<file path="config.mk">
export PLATFORM = sky130hd
export DESIGN_NAME = wb_cmd_master
export DESIGN_NICKNAME = d
export VERILOG_FILES = /design/src/rtl/wb_cmd_master.sv
export SDC_FILE = /design/constraint.sdc
export NUM_CORES = 1
export LEC_CHECK = 0
export BUFFER_PORTS_ARGS = -buffer_cell sky130_fd_sc_hd__buf_2
export CAP_MARGIN = 20
export CORE_UTILIZATION = 25
export CTS_CLUSTER_DIAMETER = 150
export DETAILED_ROUTE_END_ITERATION = 10
export GPL_ROUTABILITY_DRIVEN = 1
export HOLD_SLACK_MARGIN = 0.02
export PLACE_DENSITY = 0.52
export SETUP_SLACK_MARGIN = 0.02
export SLEW_MARGIN = 20
export SYNTH_ARGS = -nofsm -noshare
export SYNTH_HDL_FRONTEND = slang
export SYNTH_SLANG_ARGS = --single-unit
</file>
<file path="constraint.sdc">
create_clock -name wb_clk_i -period 1.5 [get_ports wb_clk_i]
set_input_delay 0.3 -clock wb_clk_i [delete_from_list [all_inputs] [get_ports wb_clk_i]]
set_output_delay 0.3 -clock wb_clk_i [all_outputs]
set_load 0.1 [all_outputs]
</file>
<file path="src/rtl/wb_cmd_master.sv">
// Wishbone classic single-transfer initiator: one valid/ready command becomes one cyc/stb cycle,
// terminated by ack or timeout, and is answered with one valid/ready response.
module wb_cmd_master #(
  parameter int unsigned AW      = 32,
  parameter int unsigned DW      = 32,
  parameter int unsigned TW      = 8,
  parameter int unsigned TIMEOUT = 255
) (
  input  logic            wb_clk_i,
  input  logic            wb_rst_ni,
  input  logic            cmd_valid_i,
  output logic            cmd_ready_o,
  input  logic            cmd_we_i,
  input  logic [AW-1:0]   cmd_adr_i,
  input  logic [DW-1:0]   cmd_dat_i,
  input  logic [DW/8-1:0] cmd_sel_i,
  output logic            rsp_valid_o,
  input  logic            rsp_ready_i,
  output logic [DW-1:0]   rsp_dat_o,
  output logic            rsp_err_o,
  output logic            wbm_cyc_o,
  output logic            wbm_stb_o,
  output logic            wbm_we_o,
  output logic [DW/8-1:0] wbm_sel_o,
  output logic [AW-1:0]   wbm_adr_o,
  output logic [DW-1:0]   wbm_dat_o,
  input  logic            wbm_ack_i,
  input  logic [DW-1:0]   wbm_dat_i,
  output logic            busy_o
);

  localparam int unsigned SW = DW / 8;
  localparam logic [TW-1:0] CntLast = TW'(TIMEOUT - 1);

  typedef enum logic [1:0] {StIdle, StBus, StResp} state_e;

  state_e          state_q, state_d;
  logic [TW-1:0]   cnt_q, cnt_d;
  logic            cmd_ready_q, cmd_ready_d;
  logic            busy_q, busy_d;
  logic            cyc_q, cyc_d;
  logic            we_q, we_d;
  logic [SW-1:0]   sel_q, sel_d;
  logic [AW-1:0]   adr_q, adr_d;
  logic [DW-1:0]   dat_q, dat_d;
  logic            rsp_valid_q, rsp_valid_d;
  logic            rsp_err_q, rsp_err_d;
  logic [DW-1:0]   rsp_dat_q, rsp_dat_d;

  always_comb begin
    state_d     = state_q;
    cnt_d       = cnt_q;
    cmd_ready_d = cmd_ready_q;
    busy_d      = busy_q;
    cyc_d       = cyc_q;
    we_d        = we_q;
    sel_d       = sel_q;
    adr_d       = adr_q;
    dat_d       = dat_q;
    rsp_valid_d = rsp_valid_q;
    rsp_err_d   = rsp_err_q;
    rsp_dat_d   = rsp_dat_q;
    unique case (state_q)
      StIdle: begin
        if (cmd_valid_i) begin
          we_d        = cmd_we_i;
          sel_d       = cmd_sel_i;
          adr_d       = cmd_adr_i;
          dat_d       = cmd_dat_i;
          cyc_d       = 1'b1;
          cnt_d       = '0;
          cmd_ready_d = 1'b0;
          busy_d      = 1'b1;
          state_d     = StBus;
        end
      end
      StBus: begin
        // Ack takes priority over a timeout expiring on the same edge.
        if (wbm_ack_i) begin
          cyc_d       = 1'b0;
          rsp_dat_d   = we_q ? '0 : wbm_dat_i;
          rsp_err_d   = 1'b0;
          rsp_valid_d = 1'b1;
          state_d     = StResp;
        end else if (cnt_q == CntLast) begin
          cyc_d       = 1'b0;
          rsp_dat_d   = '0;
          rsp_err_d   = 1'b1;
          rsp_valid_d = 1'b1;
          state_d     = StResp;
        end else begin
          cnt_d = cnt_q + TW'(1);
        end
      end
      StResp: begin
        if (rsp_ready_i) begin
          rsp_valid_d = 1'b0;
          cmd_ready_d = 1'b1;
          busy_d      = 1'b0;
          state_d     = StIdle;
        end
      end
      default: state_d = StIdle;
    endcase
  end

  always_ff @(posedge wb_clk_i or negedge wb_rst_ni) begin
    if (!wb_rst_ni) begin
      state_q     <= StIdle;
      cnt_q       <= '0;
      cmd_ready_q <= 1'b1;
      busy_q      <= 1'b0;
      cyc_q       <= 1'b0;
      we_q        <= 1'b0;
      sel_q       <= '0;
      adr_q       <= '0;
      dat_q       <= '0;
      rsp_valid_q <= 1'b0;
      rsp_err_q   <= 1'b0;
      rsp_dat_q   <= '0;
    end else begin
      state_q     <= state_d;
      cnt_q       <= cnt_d;
      cmd_ready_q <= cmd_ready_d;
      busy_q      <= busy_d;
      cyc_q       <= cyc_d;
      we_q        <= we_d;
      sel_q       <= sel_d;
      adr_q       <= adr_d;
      dat_q       <= dat_d;
      rsp_valid_q <= rsp_valid_d;
      rsp_err_q   <= rsp_err_d;
      rsp_dat_q   <= rsp_dat_d;
    end
  end

  assign cmd_ready_o = cmd_ready_q;
  assign busy_o      = busy_q;
  assign wbm_cyc_o   = cyc_q;
  assign wbm_stb_o   = cyc_q;
  assign wbm_we_o    = we_q;
  assign wbm_sel_o   = sel_q;
  assign wbm_adr_o   = adr_q;
  assign wbm_dat_o   = dat_q;
  assign rsp_valid_o = rsp_valid_q;
  assign rsp_err_o   = rsp_err_q;
  assign rsp_dat_o   = rsp_dat_q;

endmodule
</file>
==> results of run 1 <==
[kinds of logic (layout without fill, tap and decap cells)]
| logic type | Yosys count | in the layout | synth area share, % |
|---|---|---|---|
| buffers and inverters | 29 | 278 | 3.06 |
| adders and majority gates | 2 | 2 | 0.562 |
| xor gates and xnor gates | 1 | 1 | 0.197 |
| DFF | 116 | 116 | 65.2 |
| and+or+nand+nor | 237 | 237 | 21.3 |
| AOI/OAI and AO/OA | 56 | 56 | 9.69 |
[worst paths after layout]
check                                           from                         to  cells past startpoint
max                             cnt_q[0]$_DFFE_PN0P_  rsp_dat_o[22]$_DFFE_PN0P_                      7
min                                    cmd_dat_i[19]  wbm_dat_o[19]$_DFFE_PN0P_                      3
max reg2reg                     cnt_q[0]$_DFFE_PN0P_  rsp_dat_o[22]$_DFFE_PN0P_                      7
min reg2reg                wbm_adr_o[27]$_DFFE_PN0P_  wbm_adr_o[27]$_DFFE_PN0P_                      2
max in group asynchronous                  wb_rst_ni       wbm_we_o$_DFFE_PN0P_                      3
min in group asynchronous                  wb_rst_ni  rsp_dat_o[17]$_DFFE_PN0P_                      2
[timing repair]
action                                  CTS  global route
gates cloned                              0             2
hold buffers                              1             0
pin swaps                                 2            22
buffers inserted                          3             2
endpoints found under the setup margin  130            67
resized for setup                       109            21
endpoints found under the hold margin    16             0
[routing by layer]
metal | global-route usage (%) | part of all wire [%] | wire length (um)
met3 | 4.60 | 5.8 | 697
met2 | 22.1 | 50 | 5980
met1 | 16.0 | 44 | 5260
met4 | 4.87 | 0.99 | 119
met5 | 0 | 0 | 0
[final cells by class]
type,instances,area share (%)
inverter,5,0.267
tap,225,4.00
sequential,116,41.3
timing repair buffer,241,24.0
multi-input combinational,296,21.3
clock inverter,12,2.53
clock buffer,20,6.64
[tightest hold or removal path: cells and delay by family]
family	cells	cell delay [ps]
and+or+nand+nor	2	80
buffers and inverters	1	70
[flip-flops by register name, indices dropped and copies added (netlist names)]
register,flops
state_q,2
cmd_ready_o,1
wbm_dat_o,32
cnt_q,8
rsp_valid_o,1
wbm_we_o,1
wbm_sel_o,4
rsp_err_o,1
busy_o,1
rsp_dat_o,32
wbm_cyc_o,1
wbm_adr_o,32
[layout by cell type (no fill, tap or decap), types with 2 or more instances in the layout]
cell / instances
dfrtp_1: 113
o21ai_1: 4
o21ai_0: 5
nand2_1: 213
buf_4: 121
a21oi_1: 5
inv_1: 5
nor3_2: 2
clkinv_4: 4
bufinv_16: 4
nor2_4: 2
a211o_1: 2
buf_2: 104
nand3_1: 4
clkinv_2: 3
buf_6: 4
buf_12: 6
clkbuf_16: 19
clkbuf_8: 3
dfrtp_2: 2
nor2_1: 3
a21oi_2: 2
a22o_1: 32
or3_1: 2
a21o_1: 2
clkbuf_4: 2
[through the flow]
step	setup WS, ps	util, %	cells	hold WS (ps)	instance area, um2
2_1_floorplan	-27.7	-	441	4.41	4460
3_3_place_gp	12.8	34.2	875	207	5930
3_5_place_dp	-14.3	34.2	875	212	5930
4_1_cts	-27.3	39.7	911	52.6	6900
5_1_grt	-69.2	40.5	915	61.7	7030
6_report	5.91	40.5	915	82.4	7030
==> flow_summary.toml, run 1 <==
[final_layout]
fillers = 1715
final_nets = 785
syn2layout_area_growth_pct = 57.9
seq_area_mm2 = 0.00291
layout-drive-gt1-share_pct = 42.3
diodes = 0
multi_input_area_mm2 = 0.00150

[detailed_routing]
routed_wl_um = 12100
drtPass1Iterations = 4
post_drt_wl_per_cell_um = 13.2
drt_iter0_drc = 141
route.detailed.drc = 0
ant_nets = 0
num_vias = 3939
vias_per_cell = 4.30

[clocking]
clk_latency_ps = 400
cts.clk_slew.worst_paths_ps = 50
cts_num_sinks = 116
cts_buffer_depth = 2
cts-buffers-inserted = 17
cts_root_buf = "clkbuf_16"
cts_max_level = 4
cts_tree = "done"

[die]
die_h_um = 135
rows = 48
fp.dieArea_mm2 = 0.0183
fp.dieW_um = 135
initial_utilization_pct = 25.7
core_mm2 = 0.0174
pin_count = 213

[timing]
skew_ps = 7.77
period_minus_slack_ps = 1490
slew_violations = 0
rsz0062_at_grt = "true"
worstMarginPinSlew_ps = 323
setup_violations = 0
fmax_mhz = 669
setup-tns-final_ps = 0
final_hold_viol_count = 0
relSlewSlack_pct = 78.4
fin_crit_sh_pct = 99.6

[global_route]
first_global_vias = 3948
antenna_found_initial = 0
grt_max_degree = 52
grt_pass1_wl_um = 18900
track_usage_pct = 13.3
grt_overflow = 0

[yosys]
yosys.cell_count.top_type = "nand2_1"
netlist_top_cells_area = "dfrtp_1 65%, nand2_1 18%, a22o_1 6.3%"
synth_top_area_share_pct = 64.6
synth.largest_area_cell = "dfrtp_1"
syn_area_mm2 = 0.00445
seq_area_frac_synth_pct = 65.2
ys_async_sr_fraction_pct = 100
synth_edf_count = 0
synth_seq_cells = 116
syn_area_per_cell_um2 = 10.1
synthCells = 441
syn_nets = 549
synth_common_cells = "213 x nand2_1, 115 x dfrtp_1, 32 x a22o_1, 14 x clkbuf_1, 9 x o21ai_0"
yosys_warnings = 0
synthFlopType = "dfrtp_1"
ys_types = 31

[setup_path]
cp_data_arrival_time_ps = 1780
critPathSlowestCell = "dfrtp_1"
start_kind = "flop"
path_class = "flop to flop"
critical_path_required_ps = 1790
ff2ff_setup_slack_ps = 6
worst-path-buf-inv = 2
end_kind = "flop"
critical_path.max_fanout = 10
cp_cell_sequence = "inv_1 -> ha_2 -> nand3_4 -> nor2_4 -> o21ai_4 -> clkbuf_16 -> a22o_1"
max_stage_delay_ps = 370
cp_top_family = "flip-flops"

[placement]
io_buffers = 212
gp_congestion = 0.774
dp_hpwl_um = 8130

[worst_hold_path]
hp-class = "input port to flop"

[flow_run]
maxCapViolations = 0

[status]
status = "complete, no violations"
Power of run 1 is left out: the tool's default activity adds up to more than one toggle a clock period on the data nets, which glitch-free logic cannot reach.
==> run 2, diff against run 1 <==
--- a/config.mk
+++ b/config.mk
@@ -7,12 +7,14 @@
 export LEC_CHECK = 0
 export BUFFER_PORTS_ARGS = -buffer_cell sky130_fd_sc_hd__buf_2
 export CAP_MARGIN = 20
-export CORE_UTILIZATION = 25
+export CELL_PAD_IN_SITES_DETAIL_PLACEMENT = 2
+export CELL_PAD_IN_SITES_GLOBAL_PLACEMENT = 2
+export CORE_UTILIZATION = 24
 export CTS_CLUSTER_DIAMETER = 150
 export DETAILED_ROUTE_END_ITERATION = 10
 export GPL_ROUTABILITY_DRIVEN = 1
 export HOLD_SLACK_MARGIN = 0.02
-export PLACE_DENSITY = 0.52
+export PLACE_DENSITY = 0.78
 export SETUP_SLACK_MARGIN = 0.02
 export SLEW_MARGIN = 20
 export SYNTH_ARGS = -nofsm -noshare
==> run 2 against run 1 <==
The run now ends with design-rule violations left. Design area down 1.9%. Sequential share of layout area up 0.80 points. Global-route usage up 2.7 points. Register-to-register slack about the same. First-iteration DRC count down 16%. Core utilization down 2.4 points. Hold slack better by 3.4 ps. Sequential cell count unchanged. Critical path type is now flop to output pin. Critical endpoint is now wbm_cyc_o.
==> flow_summary.toml, run 2 (synthesized netlist as in run 1, its figures left out) <==
[global_route]
antenna_found_initial = 0
first_global_vias = 4734
grt_overflow = 0
grt_pass1_wl_um = 24300
grt_max_degree = 66
track_usage_pct = 16.0

[detailed_routing]
post_drt_wl_per_cell_um = 16.0
drtPass1Iterations = 7
vias_per_cell = 4.44
ant_nets = 0
drt_iter0_drc = 118
route.detailed.drc = 30
routed_wl_um = 14700
num_vias = 4078

[setup_path]
max_stage_delay_ps = 430
critPathSlowestCell = "buf_2"
critical_path.max_fanout = 3
cp_cell_sequence = "buf_2"
worst-path-buf-inv = 1
cp_data_arrival_time_ps = 1200
critical_path_required_ps = 1200
start_kind = "flop"
path_class = "flop to output pin"
end_kind = "output pin"
cp_top_family = "buffers and inverters"

[final_layout]
layout_commonest_cell = "nand2_1"
mostFrequentLayoutCells = "213 x nand2_1, 125 x buf_4, 113 x dfrtp_1, 106 x buf_2, 32 x a22o_1"
final_nets = 785
layout-drive-gt1-share_pct = 42.8
fillers = 1935
diodes = 0
syn2layout_area_growth_pct = 54.9

[placement]
io_buffers = 212
gp_congestion = 0.750
dp_hpwl_um = 10500

[timing]
skew_ps = 8.21
holdWs_ps = 85.8
setup_violations = 0
final_hold_viol_count = 0
relSlewSlack_pct = 67.9
slew_violations = 0
worstMarginPinSlew_ps = 485
rsz0062_at_grt = "true"
setup-tns-final_ps = 0
period_minus_slack_ps = 1500
fin_crit_sh_pct = 99.8
fmax_mhz = 668

[die]
pin_count = 213
die_h_um = 138
core_mm2 = 0.0181
fp.dieW_um = 138
rows = 49
initial_utilization_pct = 24.6
fp.dieArea_mm2 = 0.0191

[clocking]
cts.clk_slew.worst_paths_ps = 60
cts_root_buf = "clkbuf_16"
cts_max_level = 4
cts_tree = "done"
cts_buffer_depth = 2
clk_latency_ps = 400
cts-buffers-inserted = 17
cts_num_sinks = 116

[status]
status = "finished with violations"
violations = "design-rule violations"

[worst_hold_path]
hp-class = "input port to flop"

[flow_run]
maxCapViolations = 0
[run 2: changes by cell type in the layout (fill, tap and decap cells not counted), moves of 2 or more]
cell        previous run  this run
nand3_1                4         2
clkinvlp_4             1         5
bufinv_16              4         0
inv_6                  0         3
clkbuf_16             19        17
buf_4                121       125
clkbuf_8               3         0
buf_6                  4         2
clkbuf_4               2         0
buf_2                104       106
nand3_2                1         3
[run 2: per-stage QoR]
| stage | cells | worst slack, ps | instance area, um2 | util, % |
|---|---|---|---|---|
| final | 919 | 2.71 | 6900 | 38.1 |
| after global routing | 919 | -57.9 | 6900 | 38.1 |
| after CTS | 918 | -29.2 | 6820 | 37.7 |
| after detailed placement | 880 | -15.6 | 5960 | 33.0 |
| after global placement | 880 | 13.7 | 5960 | 33.0 |
| after floorplan | 441 | -27.7 | 4460 | - |
[run 2: worst paths after layout]
kind / startpoint / end / slack, ps / depth (start not counted)
max: wbm_cyc_o$_DFFE_PN0P_ / wbm_cyc_o / 3 / 1
min: cmd_adr_i[25] / wbm_adr_o[25]$_DFFE_PN0P_ / 90 / 3
max reg2reg: cnt_q[0]$_DFFE_PN0P_ / cnt_q[7]$_DFFE_PN0P_ / 20 / 7
min reg2reg: wbm_dat_o[28]$_DFFE_PN0P_ / wbm_dat_o[28]$_DFFE_PN0P_ / 470 / 2
max in group asynchronous: wb_rst_ni / cmd_ready_o$_DFFE_PN1P_ / 710 / 3
min in group asynchronous: wb_rst_ni / rsp_dat_o[30]$_DFFE_PN0P_ / 440 / 3
[run 2: what timing repair did]
action | CTS | global route
gates resized for setup | 106 | 19
hold buffers | 1 | 0
setup endpoints to repair | 143 | 44
pin swaps | 4 | 4
cloned | 0 | 0
endpoints found under the hold margin | 115 | 0
setup buffers | 5 | 1
[run 2: cell type report]
cell class	instances	area (um2)	area share [%]
timing repair buffer	241	1640	23.8
multi-input combinational	296	1510	21.9
sequential	116	2910	42.1
clock buffer	17	425	6.17
tap	229	287	4.15
inverter	5	18.8	0.272
clock inverter	15	110	1.60
[run 2: per-layer routing]
layer | vias to the layer above | global-route usage [%] | routed length [um]
li1 | 1903 | - | -
met1 | 2039 | 18.0 | 5830
met2 | 124 | 29.3 | 7780
met3 | 12 | 4.95 | 921
met4 | 0 | 4.32 | 137
met5 | - | 0 | 0
Power of run 2 is left out for the same reason.
